**src/rtl/ext_int_gen_if.sv**
```systemverilog
// CPU-side interrupt bus seen by ext_int_gen: PC and acknowledge-write
// signals go into the block, and the interrupt request comes back out.
interface ext_int_gen_if;
  logic [31:0] macroscopic_pc;
  logic [31:0] m_int_addr;
  logic [3:0]  m_int_byteen;
  logic        interrupt;

  modport master (
    output macroscopic_pc,
    output m_int_addr,
    output m_int_byteen,
    input  interrupt
  );

  modport slave (
    input  macroscopic_pc,
    input  m_int_addr,
    input  m_int_byteen,
    output interrupt
  );
endinterface

```
**src/rtl/ext_int_gen.sv**
```systemverilog
// External interrupt source: fires when the PC hits TARGET_PC, holds the request until an ACK_ADDR write,
// then observes a re-arm gap; one cycle from pc_hit to interrupt, no backpressure (the CPU acks at its own pace).
module ext_int_gen #(
  parameter logic [31:0] TARGET_PC  = 32'h0000_3010,
  parameter logic [31:0] ACK_ADDR   = 32'h0000_7f20,
  parameter logic [7:0]  MAX_FIRES  = 8'd1,
  parameter logic [7:0]  GAP_CYCLES = 8'd8,
  parameter logic [15:0] TIMEOUT    = 16'd0
) (
  input  logic         clk,
  input  logic         reset,
  input  logic         enable,
  ext_int_gen_if.slave bus,
  output logic [7:0]   fire_count,
  output logic         busy,
  output logic         timeout_err
);

  typedef enum logic [1:0] {
    IDLE   = 2'd0,
    ASSERT = 2'd1,
    GAP    = 2'd2,
    DONE   = 2'd3
  } state_e;

  localparam logic [31:0] WORD_MASK = 32'hffff_fffc;

  state_e      state_q, state_d;
  logic        irq_q, irq_d;
  logic [7:0]  fire_q, fire_d;
  logic [7:0]  gap_q, gap_d;
  logic [15:0] tmo_q, tmo_d;
  logic        armed_q, armed_d;
  logic        terr_q, terr_d;

  logic        pc_hit;
  logic        ack;
  logic        limit_ok;
  logic [7:0]  fire_inc;
  logic [15:0] tmo_inc;
  logic        tmo_expired;

  assign pc_hit = ((bus.macroscopic_pc & WORD_MASK) == (TARGET_PC & WORD_MASK));
  assign ack    = (|bus.m_int_byteen) &&
                  ((bus.m_int_addr & WORD_MASK) == (ACK_ADDR & WORD_MASK));

  // The same test gates new triggers in IDLE and picks DONE on leaving GAP.
  assign limit_ok = (MAX_FIRES == 8'd0) || (fire_q < MAX_FIRES);

  assign fire_inc    = (fire_q == 8'hff)    ? fire_q : fire_q + 8'd1;
  assign tmo_inc     = (tmo_q == 16'hffff)  ? tmo_q  : tmo_q + 16'd1;
  assign tmo_expired = (TIMEOUT != 16'd0) && (tmo_inc == TIMEOUT);

  always_comb begin
    state_d = state_q;
    irq_d   = irq_q;
    fire_d  = fire_q;
    gap_d   = gap_q;
    tmo_d   = tmo_q;
    terr_d  = terr_q;
    // Any cycle off the target re-arms, so a PC stalled on it fires once per visit.
    armed_d = pc_hit ? armed_q : 1'b1;

    unique case (state_q)
      IDLE: begin
        if (enable && pc_hit && armed_q && limit_ok) begin
          state_d = ASSERT;
          irq_d   = 1'b1;
          fire_d  = fire_inc;
          armed_d = 1'b0;
          tmo_d   = 16'd0;
        end
      end
      ASSERT: begin
        if (ack) begin
          state_d = GAP;
          irq_d   = 1'b0;
          gap_d   = GAP_CYCLES;
          tmo_d   = 16'd0;
        end else if (tmo_expired) begin
          state_d = GAP;
          irq_d   = 1'b0;
          gap_d   = GAP_CYCLES;
          tmo_d   = 16'd0;
          terr_d  = 1'b1;
        end else begin
          tmo_d   = tmo_inc;
        end
      end
      GAP: begin
        if (gap_q == 8'd0) begin
          state_d = limit_ok ? IDLE : DONE;
        end else begin
          gap_d   = gap_q - 8'd1;
        end
      end
      DONE: begin
        irq_d = 1'b0;
      end
      default: begin
        state_d = IDLE;
        irq_d   = 1'b0;
      end
    endcase
  end

  always_ff @(posedge clk or negedge reset) begin
    if (!reset) begin
      state_q <= IDLE;
      irq_q   <= 1'b0;
      fire_q  <= 8'd0;
      gap_q   <= 8'd0;
      tmo_q   <= 16'd0;
      armed_q <= 1'b1;
      terr_q  <= 1'b0;
    end else begin
      state_q <= state_d;
      irq_q   <= irq_d;
      fire_q  <= fire_d;
      gap_q   <= gap_d;
      tmo_q   <= tmo_d;
      armed_q <= armed_d;
      terr_q  <= terr_d;
    end
  end

  assign bus.interrupt = irq_q;
  assign fire_count    = fire_q;
  assign busy          = (state_q == ASSERT) || (state_q == GAP);
  assign timeout_err   = terr_q;

endmodule

```
**src/flat_wrapper.sv**
```systemverilog
// flat-port wrapper written by rule: the top's interface ports become plain ports
module ext_int_gen_flat 
#(
  parameter logic [31:0] TARGET_PC  = 32'h0000_3010,
  parameter logic [31:0] ACK_ADDR   = 32'h0000_7f20,
  parameter logic [7:0]  MAX_FIRES  = 8'd1,
  parameter logic [7:0]  GAP_CYCLES = 8'd8,
  parameter logic [15:0] TIMEOUT    = 16'd0
)
  (clk, reset, enable, fire_count, busy, timeout_err, bus_macroscopic_pc, bus_m_int_addr, bus_m_int_byteen, bus_interrupt);
  ext_int_gen_if bus_i ();
  input  logic clk;
  input  logic reset;
  input  logic enable;
  output logic [7:0] fire_count;
  output logic busy;
  output logic timeout_err;
  input wire logic [$bits(bus_i.macroscopic_pc)-1:0] bus_macroscopic_pc;
  input wire logic [$bits(bus_i.m_int_addr)-1:0] bus_m_int_addr;
  input wire logic [$bits(bus_i.m_int_byteen)-1:0] bus_m_int_byteen;
  output wire logic [$bits(bus_i.interrupt)-1:0] bus_interrupt;
  assign bus_i.macroscopic_pc = bus_macroscopic_pc;
  assign bus_i.m_int_addr = bus_m_int_addr;
  assign bus_i.m_int_byteen = bus_m_int_byteen;
  assign bus_interrupt = bus_i.interrupt;
  ext_int_gen #(.TARGET_PC(TARGET_PC), .ACK_ADDR(ACK_ADDR), .MAX_FIRES(MAX_FIRES), .GAP_CYCLES(GAP_CYCLES), .TIMEOUT(TIMEOUT)) u_core (.clk(clk), .reset(reset), .enable(enable), .bus(bus_i), .fire_count(fire_count), .busy(busy), .timeout_err(timeout_err));
endmodule
```
**config.mk**
```make
export PLATFORM = sky130hd
export DESIGN_NAME = ext_int_gen_flat
export DESIGN_NICKNAME = d
export VERILOG_FILES = /design/src/rtl/ext_int_gen_if.sv /design/src/rtl/ext_int_gen.sv /design/src/flat_wrapper.sv
export SDC_FILE = /design/constraint.sdc
export NUM_CORES = 1
export LEC_CHECK = 0
export ABC_CLOCK_PERIOD_IN_PS = 3000
export CORE_AREA = 4 4 92 51
export DETAILED_ROUTE_END_ITERATION = 6
export DIE_AREA = 0 0 96 55
export PLACE_DENSITY_LB_ADDON = 0.15
export SLEW_MARGIN = 15
export SYNTH_ARGS = -nofsm -noshare
export SYNTH_HDL_FRONTEND = slang
export SYNTH_SLANG_ARGS = --single-unit
```
**constraint.sdc**
```tcl
create_clock -name clk -period 3 [get_ports clk]
set_input_delay 0.3 -clock clk [delete_from_list [all_inputs] [get_ports clk]]
set_output_delay 0.3 -clock clk [all_outputs]
set_load 0.01 [all_outputs]
```
==> results by stage <==
Synthesis:
- The number of library cell types mapped by synthesis is 47.
- The sequential-to-total area share from yosys stat is 35.0%.
- Averaged over all synthesized cells, the footprint is just under 10 sq um.
- Of all cell types, the one taking the most synthesized area is sky130_fd_sc_hd__dfrtp_1.
- The synthesized design contains 0 enable-type register cells.
- The number of nets produced by synthesis is 228.
- The most used flip-flop cell after synthesis is sky130_fd_sc_hd__dfrtp_1.
- The synthesized design contains 20 register bits.
- For this run, the number of Yosys warnings is 0.
- In the post-synthesis netlist, the biggest area contributors are sky130_fd_sc_hd__dfrtp_1 33%, sky130_fd_sc_hd__ha_1 7.0%, sky130_fd_sc_hd__nor4_1 7.0%, sky130_fd_sc_hd__nor4b_1 3.7%, sky130_fd_sc_hd__mux2_2 3.1%.
- The cell area after synthesis is 1430 sq um.
- Synthesis produced 149 cells.
- The share of flip-flops with an asynchronous set or reset is 100%.
- The share of synthesized area in the top cell type comes to 33.2%.

Layout:
- After filler insertion, the fill cell instance count of the layout stands at 335.
- The end-of-flow core utilization is ~60%.
- For this run, the number of standard cells in the final layout without fillers is about 280.
- In the final layout, the multi-input gates occupy 858 sq um.
- The sequential cell area is 502 sq um.
- The layout cell share with drive strength beyond 1 is roughly 8.6%.
- The final antenna diode count is 0.
- For this run, the post-layout net count is ~300.
- The area growth from synthesis to final layout is 59.9%.

CTS:
- In this run, CTS created clock tree buffers numbering 3.
- Post-CTS repair changed the size of 0 cells.
- The deepest level of the CTS H-tree is 1.
- The sink count of the clock tree is 20.
- After clock tree synthesis, the flow added hold-fix buffers numbering 0.
- The clock latency of the later-clocked register in the worst-skew pair is about 0.26 ns.
- The number of setup buffers added after CTS is 0.
- The buffer depth of the longest clock path is 2.
- TritonCTS built the clock tree.
- The clock-pin slew of the registers on the worst-case setup and hold paths is 0.07 ns.
- Clock tree synthesis selected as its root buffer the cell sky130_fd_sc_hd__clkbuf_8.

Setup path:
- STA puts the critical path data required time at 3.14 ns.
- For this run, the slowest stage of the critical path takes 0.49 ns.
- The setup check on the worst reg-to-reg path leaves a slack of ~0.55 ns.
- The kind of start point of the critical path is a flip-flop.
- The worst setup path is of the reg2reg kind.
- The arrival time at the worst endpoint is 2.60 ns.
- Of all nets on the critical path, the largest fanout is 4.
- The master of the slowest instance on the critical path is sky130_fd_sc_hd__or4b_1.
- Walking the worst path, the cells encountered are inv_1, ha_1, or4b_1, or4_4, o41ai_4, nor3b_2, o21ai_1.
- The worst setup path is captured at a flip-flop.

STA:
- The final worst clock skew is 0.00508 ns.
- Setup repair after global routing left no endpoint under its margin.
- The count of pins over their slew limit came to 0.
- Of the available clock period, the critical path in the final layout requires 81.7%.
- The final number of setup-violating endpoints is 0.
- Headroom to the max-slew limit came out at 40.7%.
- The shortest clock period the worst path allows after layout is 2.45 ns.
- The slew at the pin closest to its max-slew limit is 0.887 ns.
- The highest achievable clock rate is roughly 410 MHz.
- The tightest hold margin is 0.398 ns.
- After routing, the total negative slack on setup checks comes to 0 ns.
- The post-route worst setup slack is 0.548 ns.
- The count of final hold-check violations came to 0.

Global route:
- The pin count of the biggest net entering global routing is 21.
- Global routing used 15.7% of the available tracks.
- The wire length of the first global-routing pass is roughly 6.4 mm.
- After global routing the overflow that remains totals 0.
- The initial antenna violation count is 0.
- The number of global-route vias before repair is 1442.

Floorplanning:
- The placement row count is 16.
- The total I/O pin count is approximately 80.
- Measured along the x axis, the die boundary spans 96 um.
- The floorplan step defined a die boundary enclosing 5280 sq um.
- The area of the core is 3820 sq um.
- In this run the vertical extent of the chip is 55 um.
- The starting utilization of the core area is 37.5%.

Pwr:
- The analysis attributes to cell leakage a power of 0.000876 uW.
- Summed over all nets, the switching power comes to 233 uW.
- In this run, the combinational gates consume 33.0% of the power.
- IR analysis of the VDD net gives a maximum drop of 0.233 mV.
- Power spread over the standard cell area amounts to 375 nW/um^2.
- Sequential cells account for between 30% and 40% of the total power.
- The share of total power dissipated in the clock network is 31.5%.
- The internal power contribution is 627 uW.
- Net switching is 27.1% of the power.

Route:
- Using the TritonRoute via totals, the vias-per-cell ratio works out to 5.31.
- The first-iteration detailed-routing DRC count is 42.
- The routed length per instance is 15.6 um.
- The first detailed-routing pass took 4 iterations.
- Wires add up to ~4.3 mm.
- Summing over every cut layer, the via total after detailed routing is around 1500.
- The number of design rule violations left after detail routing is 0.
- The remaining number of nets flagged by the antenna check after routing is 0.

Worst hold path:
- The tightest min-delay check is of the reg2reg type.

Placed design:
- Timing analysis after detailed placement gives a worst setup slack of 0.377 ns.
- Buffers placed on the I/O ports in this run total 76.
- Routability-driven placement finished with a final weighted congestion of roughly 0.78.
- Once detailed placement completed, the half-perimeter wirelength came to 3.45 mm.
- The cell count after placement is 271.

Run:
- The count of maximum capacitance violations is 0.

Status:
- The run finished with clean final reports.
## metal layers
metal | GRT usage, % | routed length [um]
met1 | 20.9 | 2040
met2 | 25.4 | 1780
met3 | 3.38 | 408
met4 | 5.66 | 47
met5 | 0 | 0
## area by class of cell
type                    count  area share, %
multi-input cells         113           37.4
clock buffers               3           1.80
inverters                   7           1.15
repair buffers             77           33.5
well taps                  54           2.95
clock inverters             1           1.31
flip-flops and latches     20           21.9
## logic make-up (layout without fill, tap and decap cells)
kind of cell    after synthesis  after routing  share of synthesized area [%]
simple gates                 80             80                           36.8
flops                        20             20                           35.0
buf+inv                      16             88                           5.15
compound gates               15             15                           9.16
fa+ha+maj                     8              8                           6.98
mux                           8              8                           6.02
other cells                   1              1                          0.262
xor+xnor                      1              1                          0.611
## per-stage QoR
step	power (uW)	cell area, sq um
after floorplan	447	1430
after global placement	586	2220
after detailed placement	592	2220
after CTS	867	2290
after global routing	904	2290
final	860	2290
## state kept, by name, indices dropped and copies added, names as in the netlist
name / flops
u_core.state_q: 2
u_core.fire_count: 8
u_core.bus.interrupt: 1
u_core.armed_q: 1
u_core.gap_q: 8
## worst max-delay path: cells and delay by family (launching register included)
| kind | cells | cell delay [ns] |
|---|---|---|
| buffers and inverters | 1 | 0.10 |
| AND/OR/NAND/NOR | 3 | 1.20 |
| AO/OA/AOI/OAI | 2 | 0.49 |
| flip-flops | 1 | 0.40 |
| adder cells (fa/ha/maj) | 1 | 0.15 |
## synth_stat cells, types with 2 or more instances
cell type and instances:
sky130_fd_sc_hd__dfrtp_1 19, sky130_fd_sc_hd__nor4_1 16, sky130_fd_sc_hd__nor2_1 9, sky130_fd_sc_hd__ha_1 8
sky130_fd_sc_hd__inv_1 7, sky130_fd_sc_hd__nand2_1 7, sky130_fd_sc_hd__nor3_1 7, sky130_fd_sc_hd__clkbuf_1 6
sky130_fd_sc_hd__nor4b_1 6, sky130_fd_sc_hd__nand4_1 5, sky130_fd_sc_hd__nor2b_1 5, sky130_fd_sc_hd__mux2_2 4
sky130_fd_sc_hd__or3_1 4, sky130_fd_sc_hd__mux2i_1 3, sky130_fd_sc_hd__nor4bb_1 3, sky130_fd_sc_hd__o21ai_1 3
sky130_fd_sc_hd__a21oi_1 2, sky130_fd_sc_hd__nand3_1 2, sky130_fd_sc_hd__nand3_2 2, sky130_fd_sc_hd__nand3b_1 2
sky130_fd_sc_hd__o211ai_1 2, sky130_fd_sc_hd__or4b_1 2
## final timing paths
check | startpoint | depth (start not counted) | end
worst min register to register | u_core.fire_count[6] | 0 | u_core.fire_count[6]
max in group asynchronous | reset | 1 | u_core.fire_count[7]
worst min-delay path | u_core.fire_count[6] | 0 | u_core.fire_count[6]
worst max-delay path | u_core.fire_count[0] | 7 | u_core.bus.interrupt
min in group asynchronous | reset | 1 | u_core.gap_q[5]
worst max register to register | u_core.fire_count[0] | 7 | u_core.bus.interrupt
## cells in the final DEF, fill, tap and decap left out, types with 2 or more instances in the layout
cell type	n
sky130_fd_sc_hd__mux2i_1	3
sky130_fd_sc_hd__nor2_1	9
sky130_fd_sc_hd__clkdlybuf4s50_1	76
sky130_fd_sc_hd__clkbuf_8	3
sky130_fd_sc_hd__a21oi_1	2
sky130_fd_sc_hd__o211ai_1	2
sky130_fd_sc_hd__nand4_1	5
sky130_fd_sc_hd__mux2_2	4
sky130_fd_sc_hd__nor2b_1	5
sky130_fd_sc_hd__nor4bb_1	3
sky130_fd_sc_hd__o21ai_1	3
sky130_fd_sc_hd__nand3b_1	2
sky130_fd_sc_hd__nor4_1	16
sky130_fd_sc_hd__nand2_1	7
sky130_fd_sc_hd__nand3_2	2
sky130_fd_sc_hd__inv_1	7
sky130_fd_sc_hd__nand3_1	2
sky130_fd_sc_hd__or4b_1	2
sky130_fd_sc_hd__dfrtp_1	19
sky130_fd_sc_hd__ha_1	8
sky130_fd_sc_hd__nor3_1	7
sky130_fd_sc_hd__or3_1	4
sky130_fd_sc_hd__nor4b_1	6
## power by group through the flow
stage	registers (uW)	clock network, uW	logic (uW)
floorplan	309	0	138
finish	305	271	284
CTS	306	275	286
global placement	310	0	276
global route	308	288	309
detailed placement	310	0	282
Note: power is estimated with default switching activity, not from simulation.
